## src/rtl/regbank_rr_arbiter.sv

```systemverilog
// Round-robin write arbiter in front of a small async-cleared register bank.
// Optional REGBANK_BYPASS_EN forwards held write data to the read port during WRITE.
module regbank_rr_arbiter #(
    parameter int NREQ = 4,
    parameter int DW   = 8,
    parameter int AW   = 3
) (
    input  logic              clk,
    input  logic              reset,
    input  logic [NREQ-1:0]   req,
    input  logic [NREQ*AW-1:0] wr_addr,
    input  logic [NREQ*DW-1:0] wr_data,
    output logic [NREQ-1:0]   gnt,
    output logic              busy,
    input  logic [AW-1:0]     rd_addr,
    output logic [DW-1:0]     rd_data
);

    localparam int IW    = $clog2(NREQ);
    localparam int DEPTH = 2 ** AW;

    typedef enum logic {
        ARB   = 1'b0,
        WRITE = 1'b1
    } state_t;

    state_t          state_q, state_d;
    logic [IW-1:0]   last_q, last_d;
    logic [IW-1:0]   win_q, win_d;
    logic [AW-1:0]   addr_q, addr_d;
    logic [DW-1:0]   data_q, data_d;
    logic [NREQ-1:0] gnt_q, gnt_d;
    logic [DW-1:0]   bank_q [DEPTH];

    logic            found;
    logic [IW-1:0]   sel;
    logic [IW-1:0]   idx;
    logic [AW-1:0]   sel_addr;
    logic [DW-1:0]   sel_data;
    logic            we;

    // Rotating priority scan starting just after the last winner
    always_comb begin
        found = 1'b0;
        sel   = '0;
        idx   = '0;
        for (int k = 1; k <= NREQ; k++) begin
            idx = IW'((int'(last_q) + k) % NREQ);
            if (!found && req[idx]) begin
                found = 1'b1;
                sel   = idx;
            end
        end
    end

    // Mux out the winner's address and data
    always_comb begin
        sel_addr = '0;
        sel_data = '0;
        for (int i = 0; i < NREQ; i++) begin
            if (sel == IW'(i)) begin
                sel_addr = wr_addr[i*AW +: AW];
                sel_data = wr_data[i*DW +: DW];
            end
        end
    end

    // Next-state and capture logic for the ARB/WRITE sequencer
    always_comb begin
        state_d = state_q;
        last_d  = last_q;
        win_d   = win_q;
        addr_d  = addr_q;
        data_d  = data_q;
        gnt_d   = gnt_q;
        we      = 1'b0;
        unique case (state_q)
            ARB: begin
                if (found) begin
                    win_d   = sel;
                    addr_d  = sel_addr;
                    data_d  = sel_data;
                    for (int i = 0; i < NREQ; i++) begin
                        gnt_d[i] = (sel == IW'(i));
                    end
                    state_d = WRITE;
                end
            end
            WRITE: begin
                we      = 1'b1;
                last_d  = win_q;
                gnt_d   = '0;
                state_d = ARB;
            end
            default: state_d = ARB;
        endcase
    end

    // Sequencer state and holding registers
    always_ff @(posedge clk or negedge reset) begin
        if (!reset) begin
            state_q <= ARB;
            last_q  <= IW'(NREQ - 1);
            win_q   <= '0;
            addr_q  <= '0;
            data_q  <= '0;
            gnt_q   <= '0;
        end else begin
            state_q <= state_d;
            last_q  <= last_d;
            win_q   <= win_d;
            addr_q  <= addr_d;
            data_q  <= data_d;
            gnt_q   <= gnt_d;
        end
    end

    // Storage bank, written on the closing edge of WRITE
    always_ff @(posedge clk or negedge reset) begin
        if (!reset) begin
            for (int i = 0; i < DEPTH; i++) begin
                bank_q[i] <= '0;
            end
        end else if (we) begin
            bank_q[addr_q] <= data_q;
        end
    end

    // Combinational read port
    always_comb begin
        rd_data = bank_q[rd_addr];
`ifdef REGBANK_BYPASS_EN
        if (state_q == WRITE && rd_addr == addr_q) begin
            rd_data = data_q;
        end
`endif
    end

    assign gnt  = gnt_q;
    assign busy = (state_q == WRITE);

endmodule

```

## config.mk

```make
export PLATFORM = sky130hd
export DESIGN_NAME = regbank_rr_arbiter
export DESIGN_NICKNAME = d
export VERILOG_FILES = /design/src/rtl/regbank_rr_arbiter.sv
export SDC_FILE = /design/constraint.sdc
export NUM_CORES = 1
export LEC_CHECK = 0
export BUFFER_PORTS_ARGS = -buffer_cell sky130_fd_sc_hd__buf_2
export CAP_MARGIN = 20
export CORE_ASPECT_RATIO = 0.8
export CORE_MARGIN = 3
export CORE_UTILIZATION = 59
export CTS_BUF_LIST = sky130_fd_sc_hd__clkbuf_4
export CTS_CLUSTER_SIZE = 20
export DETAILED_ROUTE_END_ITERATION = 10
export PLACE_DENSITY = 0.83
export RECOVER_POWER = 50
export REMOVE_ABC_BUFFERS = 1
export SLEW_MARGIN = 5
export SYNTH_ARGS = -nofsm -noshare
export SYNTH_HDL_FRONTEND = slang
export SYNTH_SLANG_ARGS = --single-unit
export TNS_END_PERCENT = 50
```

## constraint.sdc

```tcl
create_clock -name clk -period 2.88 [get_ports clk]
set_clock_uncertainty 0.15 [all_clocks]
set_input_delay 0.576 -clock clk [delete_from_list [all_inputs] [get_ports clk]]
set_output_delay 0.576 -clock clk [all_outputs]
set_load 0.01 [all_outputs]
```

# [After elaboration in Yosys (flattened, before gate mapping)]
# Index checks and enable logic that the tools add are counted.
[word_totals] regBits=84 inputBits=53 out_inout_bits=13 word_cells=76
[op_classes] n_addsub=4 n_lt_le_gt_ge=7 n_eq_ne=4 muxes=35 bitwise=3 n_reduce_logical=9
[op_table] op="$bwmux 64" n=1
[op_table] op="$mux 8" n=7
[op_table] op="$bmux 8 s3" n=1
[op_table] op="$demux 8 s3" n=1
[op_table] op="$lt 2x3->1 const B" n=4
[op_table] op="$mux 3" n=4
[op_table] op="$mux 1" n=10
[op_table] op="$bmux 1 s2" n=4
[op_table] op="$ge 4x4->1 const B" n=2
[op_table] op="$mux 2" n=4
[op_table] op="$not 3->4" n=2
[op_table] op="$pmux 4 s2" n=1
[op_table] op="$add 2x1->2 const B" n=2
[op_table] op="$add 2x2->2 const B" n=2
[op_table] op="$eq 2x2->1 const B" n=2
[op_table] op="$logic_and 1x1->1" n=4
[op_table] op="$lt 4x1->1 const B" n=1
[op_table] op="$mux 4" n=1
[op_table] op="$logic_not 1->1" n=3
[op_table] op="$eq 2x1->1 const B" n=1
[op_table] op="$logic_not 2->1" n=1
[op_table] op="$ne 2x2->1 const B" n=1
[op_table] op="$pmux 1 s2" n=1
[op_table] op="$reduce_and 2->1" n=1
[op_table] op="$not 1->1" n=1

# [Logic depth before layout (Yosys ltp)]
# Gate-level depths: netlist of the first run.
[logic_depth] ltp_word=18 mapped_depth=8 mapped_depth_nobuf=6

# [Worst setup path before layout of the first run]
# No wires, ideal clock.
[synth_timing] path_kind="input port to output port" start="input port rd_addr[0]" end="output port rd_data[0]" arrival_ns=1.911 required_time_ns=2.154 path_slack_ns=0.243 cell_stages=4 path_buffers=2 cell_sequence="buf_2 buf_2 mux4_2 mux2_2"
[synth_via] elab_chain_cells=4
[synth_rtl] element="start, declared" line_no="15" text="input logic [AW-1:0] rd_addr,"
[synth_rtl] element="$not 3->4 (implied by the code)" line_no="131" text="rd_data = bank_q[rd_addr];"
[synth_rtl] element="$bmux 8 s3" line_no="131"
[synth_rtl] element="$mux 8 (implied by the code) (2 in series)" line_no="131"
[synth_rtl] element="end, declared" line_no="16" text="output logic [DW-1:0] rd_data"
# No other way between the ends. The select of a mux whose other input is x is not followed.

# [Worst setup path in the final report of the first run]
[layout_timing] start="input port rd_addr[0]" end="output port rd_data[2]"
# The elaborated chain is that of the path after synthesis.

==> reports/qor.tcl, run 1 <==
set qor(wl_per_cell_um) 18.6
set qor(hold_path.startpoint) {wr_data[1]}
set qor(syn-instance-count) 307
set qor(drt_iter0_markers) 144
set qor(drt_drc_violations_left) 0
set qor(crit_type) {input port to output port}
set qor(worst_skew_pair.late_latency_ns) 0.43
set qor(die_h_um) 81.3
set qor(dpl.cell_count) 449
set qor(cp_max_stage_cell) {mux4_2}
set qor(antenna_found_initial) 0
set qor(crit_top_cell) {buf_2}
set qor(ys_ff_latch) 84
set qor(asyncSetResetFlopFracSynth_pct) 100
set qor(sequential_cell_area_um2) 2100
set qor(part_of_the_cycle_the_worst_path_needs_pct) 87.3
set qor(timing.critical_path.to_type) {output port}
set qor(hpwlAfterDp_mm) 6.16
set qor(crit_fanout) 16
set qor(clock-sinks) 84
set qor(grt_remaining_overflow) 0
set qor(run_status) {finished clean}
set qor(floorplan.core_area_um2) 6640
set qor(worst_slew_margin_rel_pct) 26.2
set qor(synth_enable_flop_cells) 0
set qor(clock-root-buffer) {clkbuf_4}
set qor(cts_h_tree_lvls) 3
set qor(timing.fmax_ghz) 0.398
set qor(io_pins) 66
set qor(place_congestion) 0.781
set qor(yosys.cell_types.count) 34
set qor(finalMaxSlewViolations) 0
set qor(tritoncts_clock_tree) {done}
set qor(worstReg2RegStart) {last_q[1]}
set qor(req_time_crit_path_ns) 2.15
set qor(placement.setup.worst_slack_ns) 0.357
set qor(grt_pass1_wl_mm) 14.5
set qor(final_routed_wirelength_mm) 8.66
set qor(commonest_register_cell_after_synthesis) {dfrtp_1}
set qor(grt_pass1_vias) 2910
set qor(post_synth_most_frequent_cells) {82 x dfrtp_1, 82 x mux2_2, 17 x nand2_1, 16 x mux4_2, 16 x nand3_1}
set qor(path_clk_slew_ns) 0.12
set qor(rows) 26
set qor(maximum_number_of_pins_on_one_net_before_global_route_repair) 85
set qor(num-fill-cells) 457
set qor(rsz0062_at_grt) {no}
set qor(die-area_um2) 8130
set qor(grt_usage_pct) 23.3
set qor(synth_area_leaders) {dfrtp_1 49%, mux2_2 22%, mux4_2 8.6%}
set qor(cts-root-to-sink-buffers) 2
set qor(die_width_um) 100
set qor(number_of_warnings_printed_during_yosys_synthesis) 0
set qor(drt_first_pass_iters) 4
set qor(leakage_nw) 2.14
set qor(peakVddDrop_mv) 0.456
set qor(fin_ws_ns) 0.364
set qor(io_buffers) 65
set qor(worstPathCellList) {buf_2 > buf_12 > mux4_2 > mux2_2 > buf_2}
set qor(drive_above_1_share_pct) 50.8
set qor(avgViaCountPerCell) 6.01
set qor(synth.cell_area_um2) 4180
set qor(crit_arrival_ns) 1.79
set qor(starting_density_of_the_core_pct) 63.0
set qor(final.min_clock_period_ns) 2.52
set qor(nNetsFinal) 430
set qor(drt.antenna.violating_nets) 0
set qor(synth_top_area_cell) {dfrtp_1}
set qor(post_synth.cell_area_avg_um2) 13.6
set qor(critPathMaxStageDelay_ns) 0.51
set qor(critical_path_start) {rd_addr[0]}
set qor(final.setup.tns_ns) 0
set qor(final-setup-viol-count) 0
set qor(cts-buffers-inserted) 9
set qor(antenna_cells_inserted) 0
set qor(seq_area_frac_synth_pct) 50.4
set qor(layoutNonFillerInstCount) 466
set qor(power_density_nw_per_um2) 956
set qor(kind_of_path_behind_the_tightest_hold_check) {input port to register}
set qor(synth_top_area_share_pct) 49.1
set qor(multiInputGateArea_um2) 1950
set qor(routed-via-count) 2799
set qor(tightest_slew_ns) 1.11
set qor(worst_setup_path_start_kind) {input port}
set qor(max_cap_violations) 0
set qor(final-hold-violation-count) 0
set qor(flow.area_growth_from_synthesis_pct) 14.2
==> metrics by stage <==
stage          hold slack (ns)  util, %  area, um2  power, W
6_report                 0.312     71.9       4770   0.00456
3_3_place_gp             0.308     69.6       4620   0.00375
3_5_place_dp             0.316     69.6       4620   0.00384
5_1_grt                  0.322     71.9       4770   0.00485
4_1_cts                 0.0116     72.0       4780   0.00459
2_1_floorplan            0.130        -       4080   0.00327
==> layout make-up <==
type	count	share of cell area [%]
well taps	84	2.20
clock inverters	5	1.60
repair buffers	77	9.02
clock buffers	11	1.73
multi-input cells	199	40.9
inverters	6	0.472
flip-flops and latches	84	44.1
==> cell families after synthesis <==
group | synth area share, %
buffers and inverters | 2.96
and+or+nand+nor | 7.97
DFF | 50.4
muxes | 33.6
AOI/OAI and AO/OA | 5.09
==> worst max-delay path, delay by kind of cell <==
family,cells,cell delay [ns]
buf+inv,3,0.41
mux,2,0.79
==> where the power goes <==
part | internal [W] | switching, W
combinational | 0.000963 | 0.000654
sequential | 0.00173 | 0.000461
clock | 0.000368 | 0.000384
==> sequential cells by signal, summed over array words and instances, names as in the netlist <==
signal and cells:
win_q 2, data_q 8, busy 1, addr_q 3, last_q 2, bank_q 64
gnt 4
==> final timing paths <==
| path | to | slack [ns] | depth (start not counted) |
|---|---|---|---|
| max reg2reg | addr_q[0] | 0.51 | 6 |
| max | rd_data[2] | 0.36 | 5 |
| min reg2reg | win_q[0] | 0.35 | 2 |
| max in group asynchronous | bank_q[10] | 1.01 | 3 |
| min in group asynchronous | data_q[3] | 0.86 | 3 |
| min | data_q[1] | 0.31 | 3 |
==> layer usage <==
metal	GRT usage, %	wire length, um
met5	0	0
met4	5.11	96
met3	6.01	374
met2	38.9	4220
met1	31.3	3970
==> cell usage in the layout, fill, tap and decap left out, types with 2 or more instances in the layout <==
cell	Yosys	routed
mux2_2	82	82
dfrtp_1	82	82
buf_2	6	62
nand2_1	17	17
mux4_2	16	16
nand3_1	16	16
clkbuf_4	0	13
mux2i_1	12	12
a211oi_1	9	9
buf_4	0	9
o211ai_1	8	8
nor2_1	7	7
inv_1	6	6
nand2b_1	5	5
a21oi_1	4	4
nand4b_1	3	3
a21o_1	2	2
or3_1	2	2
o21ai_0	2	2
nor3_2	2	2
nor3b_2	2	2
bufinv_16	0	2
clkinv_1	0	2
clkbuf_1	6	2
==> repair_timing <==
item,4_1_cts,5_1_grt
endpoints found under the hold margin,0,3
hold buffers,0,1
buffers inserted,0,0
gates resized for setup,0,0
Power figures use the tool's default switching activity.
==> run 2: changes to the inputs <==
--- a/config.mk
+++ b/config.mk
@@ -9,13 +9,13 @@
 export CAP_MARGIN = 20
 export CORE_ASPECT_RATIO = 0.8
 export CORE_MARGIN = 3
-export CORE_UTILIZATION = 59
+export CORE_UTILIZATION = 30
 export CTS_BUF_LIST = sky130_fd_sc_hd__clkbuf_4
 export CTS_CLUSTER_SIZE = 20
 export DETAILED_ROUTE_END_ITERATION = 10
-export PLACE_DENSITY = 0.83
 export RECOVER_POWER = 50
 export REMOVE_ABC_BUFFERS = 1
+export SETUP_SLACK_MARGIN = 0.2
 export SLEW_MARGIN = 5
 export SYNTH_ARGS = -nofsm -noshare
 export SYNTH_HDL_FRONTEND = slang
==> run 2 against run 1 <==
- worst hold slack better by 0.0058 ns
- clock power down 8.2%
- first-iteration DRC count up 7.6%
- via count decreased by 2.8%
- design area grew 1.9%
- highest routed layer unchanged
- sequential cell count unchanged
- largest cell class unchanged
- combinational power about the same
- utilization fell by 35 points
==> reports/qor.tcl, run 2 (synthesis gave the netlist of run 1 again) <==
set qor(run_status) {finished clean}
set qor(largest_register_ffs) 64
set qor(drt_iter0_markers) 155
set qor(final.min_clock_period_ns) 2.57
set qor(kind_of_path_behind_the_tightest_hold_check) {input port to register}
set qor(cts-root-to-sink-buffers) 2
set qor(endpoint) {rd_data[1]}
set qor(power_density_nw_per_um2) 922
set qor(maximum_number_of_pins_on_one_net_before_global_route_repair) 51
set qor(drt.antenna.violating_nets) 0
set qor(critical_path_start) {rd_addr[0]}
set qor(path_clk_slew_ns) 0.13
set qor(io_pins) 66
set qor(final.hold.worst_slack_ns) 0.318
set qor(leakage_nw) 2.12
set qor(grt_pass1_wl_mm) 15.3
set qor(largest_register_by_flop_count) {bank_q}
set qor(die_h_um) 112
set qor(clock-sinks) 84
set qor(req_time_crit_path_ns) 2.15
set qor(timing.fmax_ghz) 0.389
set qor(cts-buffers-inserted) 9
set qor(wl_per_cell_um) 16.6
set qor(routed-via-count) 2721
set qor(grt_remaining_overflow) 0
set qor(cts_h_tree_lvls) 3
set qor(crit_arrival_ns) 1.85
set qor(worst_slew_margin_rel_pct) 42.5
set qor(worstReg2RegStart) {last_q[1]}
set qor(worst_skew_pair.late_latency_ns) 0.42
set qor(peakVddDrop_mv) 0.251
set qor(die_width_um) 138
set qor(io_buffers) 65
set qor(final-setup-viol-count) 0
set qor(final.setup.tns_ns) 0
set qor(drt_first_pass_iters) 4
set qor(grt_pass1_vias) 2952
set qor(final-hold-violation-count) 0
set qor(max_cap_violations) 0
set qor(timing.critical_path.to_type) {output port}
set qor(tritoncts_clock_tree) {done}
set qor(r2r_cells) 6
set qor(flow.area_growth_from_synthesis_pct) 16.3
set qor(worst_setup_path_start_kind) {input port}
set qor(drive_above_1_share_pct) 50.9
set qor(clock-root-buffer) {clkbuf_4}
set qor(tightest_slew_ns) 0.862
set qor(avgViaCountPerCell) 4.89
set qor(total_power_w) 0.00448
set qor(part_of_the_cycle_the_worst_path_needs_pct) 89.4
set qor(worstPathCellList) {clkbuf_4 > buf_12 > mux4_2 > mux2_2 > buf_2}
set qor(place_congestion) 0.753
set qor(critPathMaxStageDelay_ns) 0.51
set qor(critical_path.reg2reg.endpoint) {data_q[1]}
set qor(antenna_found_initial) 1
set qor(cp_max_stage_cell) {mux4_2}
set qor(rows) 37
set qor(grt_usage_pct) 12.7
set qor(most-common-layout-cells) {82 x mux2_2, 82 x dfrtp_1, 60 x buf_2}
set qor(floorplan.core_area_um2) 13200
set qor(final_routed_wirelength_mm) 9.27
set qor(hold_path.startpoint) {wr_data[7]}
set qor(fin_ws_ns) 0.307
set qor(drt_drc_violations_left) 0
set qor(finalMaxSlewViolations) 0
set qor(hpwlAfterDp_mm) 6.73
set qor(starting_density_of_the_core_pct) 31.6
set qor(crit_fanout) 12
set qor(postCtsSetupRepairBufs) 0
set qor(crit_type) {input port to output port}
set qor(ff2ff_setup_slack_ns) 0.60
set qor(die-area_um2) 15400
set qor(placement.setup.worst_slack_ns) 0.250
set qor(rsz0062_at_grt) {no}
set qor(nNetsFinal) 429
## run 2: cell count changes in the layout (fill, tap and decap cells not counted), sizes merged
cell	change
bufinv	-1
diode	+1
inv	+2
clkinvlp	+2
clkbuf	+1
clkinv	-2
buf	-3
## run 2: cell type report
cell class | instances | area, um2
repair buffers | 76 | 422
clock inverters | 6 | 71.3
clock buffers | 10 | 75.1
fillers | 1316 | 8380
flip-flops and latches | 84 | 2100
inverters | 6 | 22.5
well taps | 175 | 219
diodes | 1 | 2.50
multi-input cells | 199 | 1940
## run 2: worst min-delay path by stage
| stage | to | slack, ns | cells past startpoint |
|---|---|---|---|
| 2_1_floorplan | addr_q[0] | 0.13 | 0 |
| 3_3_place_gp | win_q[0] | 0.32 | 2 |
| 3_5_place_dp | win_q[0] | 0.32 | 2 |
| 4_1_cts | data_q[7] | 0.30 | 3 |
| 5_1_grt | data_q[5] | 0.32 | 3 |
| 6_report | data_q[7] | 0.32 | 3 |
## run 2: per-layer routing
layer | global-route usage (%) | share of wire (%) | vias up | wire length (um)
met4 | 3.75 | 0.94 | 0 | 87
met2 | 21.4 | 51 | 30 | 4690
met5 | 0 | 0 | - | 0
met1 | 17.0 | 47 | 1393 | 4320
met3 | 1.94 | 1.8 | 7 | 168
li1 | - | - | 1291 | -
## run 2: timing repair
action                                 in CTS  in global routing
setup endpoints to repair                   0                  4
gates resized for setup                     0                  1
hold buffers                                1                  0
endpoints found under the hold margin      32                  0
## run 2: power by group
part / internal (W) / switching [W] / total [W] / leakage (nW)
clock: 0.000282 / 0.000409 / 0.000691 / 0.0736
combinational: 0.000956 / 0.000655 / 0.00161 / 1.01
sequential: 0.00173 / 0.000447 / 0.00218 / 1.03
total: 0.00297 / 0.00151 / 0.00448 / 2.12
## run 2: worst max-delay path: cells and delay by family
kind,cells,cell delay [ns]
muxes,2,0.78
buffers and inverters,3,0.48
## run 2: metrics by stage
| step | utilization (%) | cell area, um2 | instances |
|---|---|---|---|
| 2_1_floorplan | - | 4080 | 289 |
| 3_3_place_gp | 35.7 | 4720 | 539 |
| 3_5_place_dp | 35.7 | 4720 | 539 |
| 4_1_cts | 36.9 | 4880 | 556 |
| 5_1_grt | 36.7 | 4860 | 557 |
| 6_report | 36.7 | 4860 | 557 |
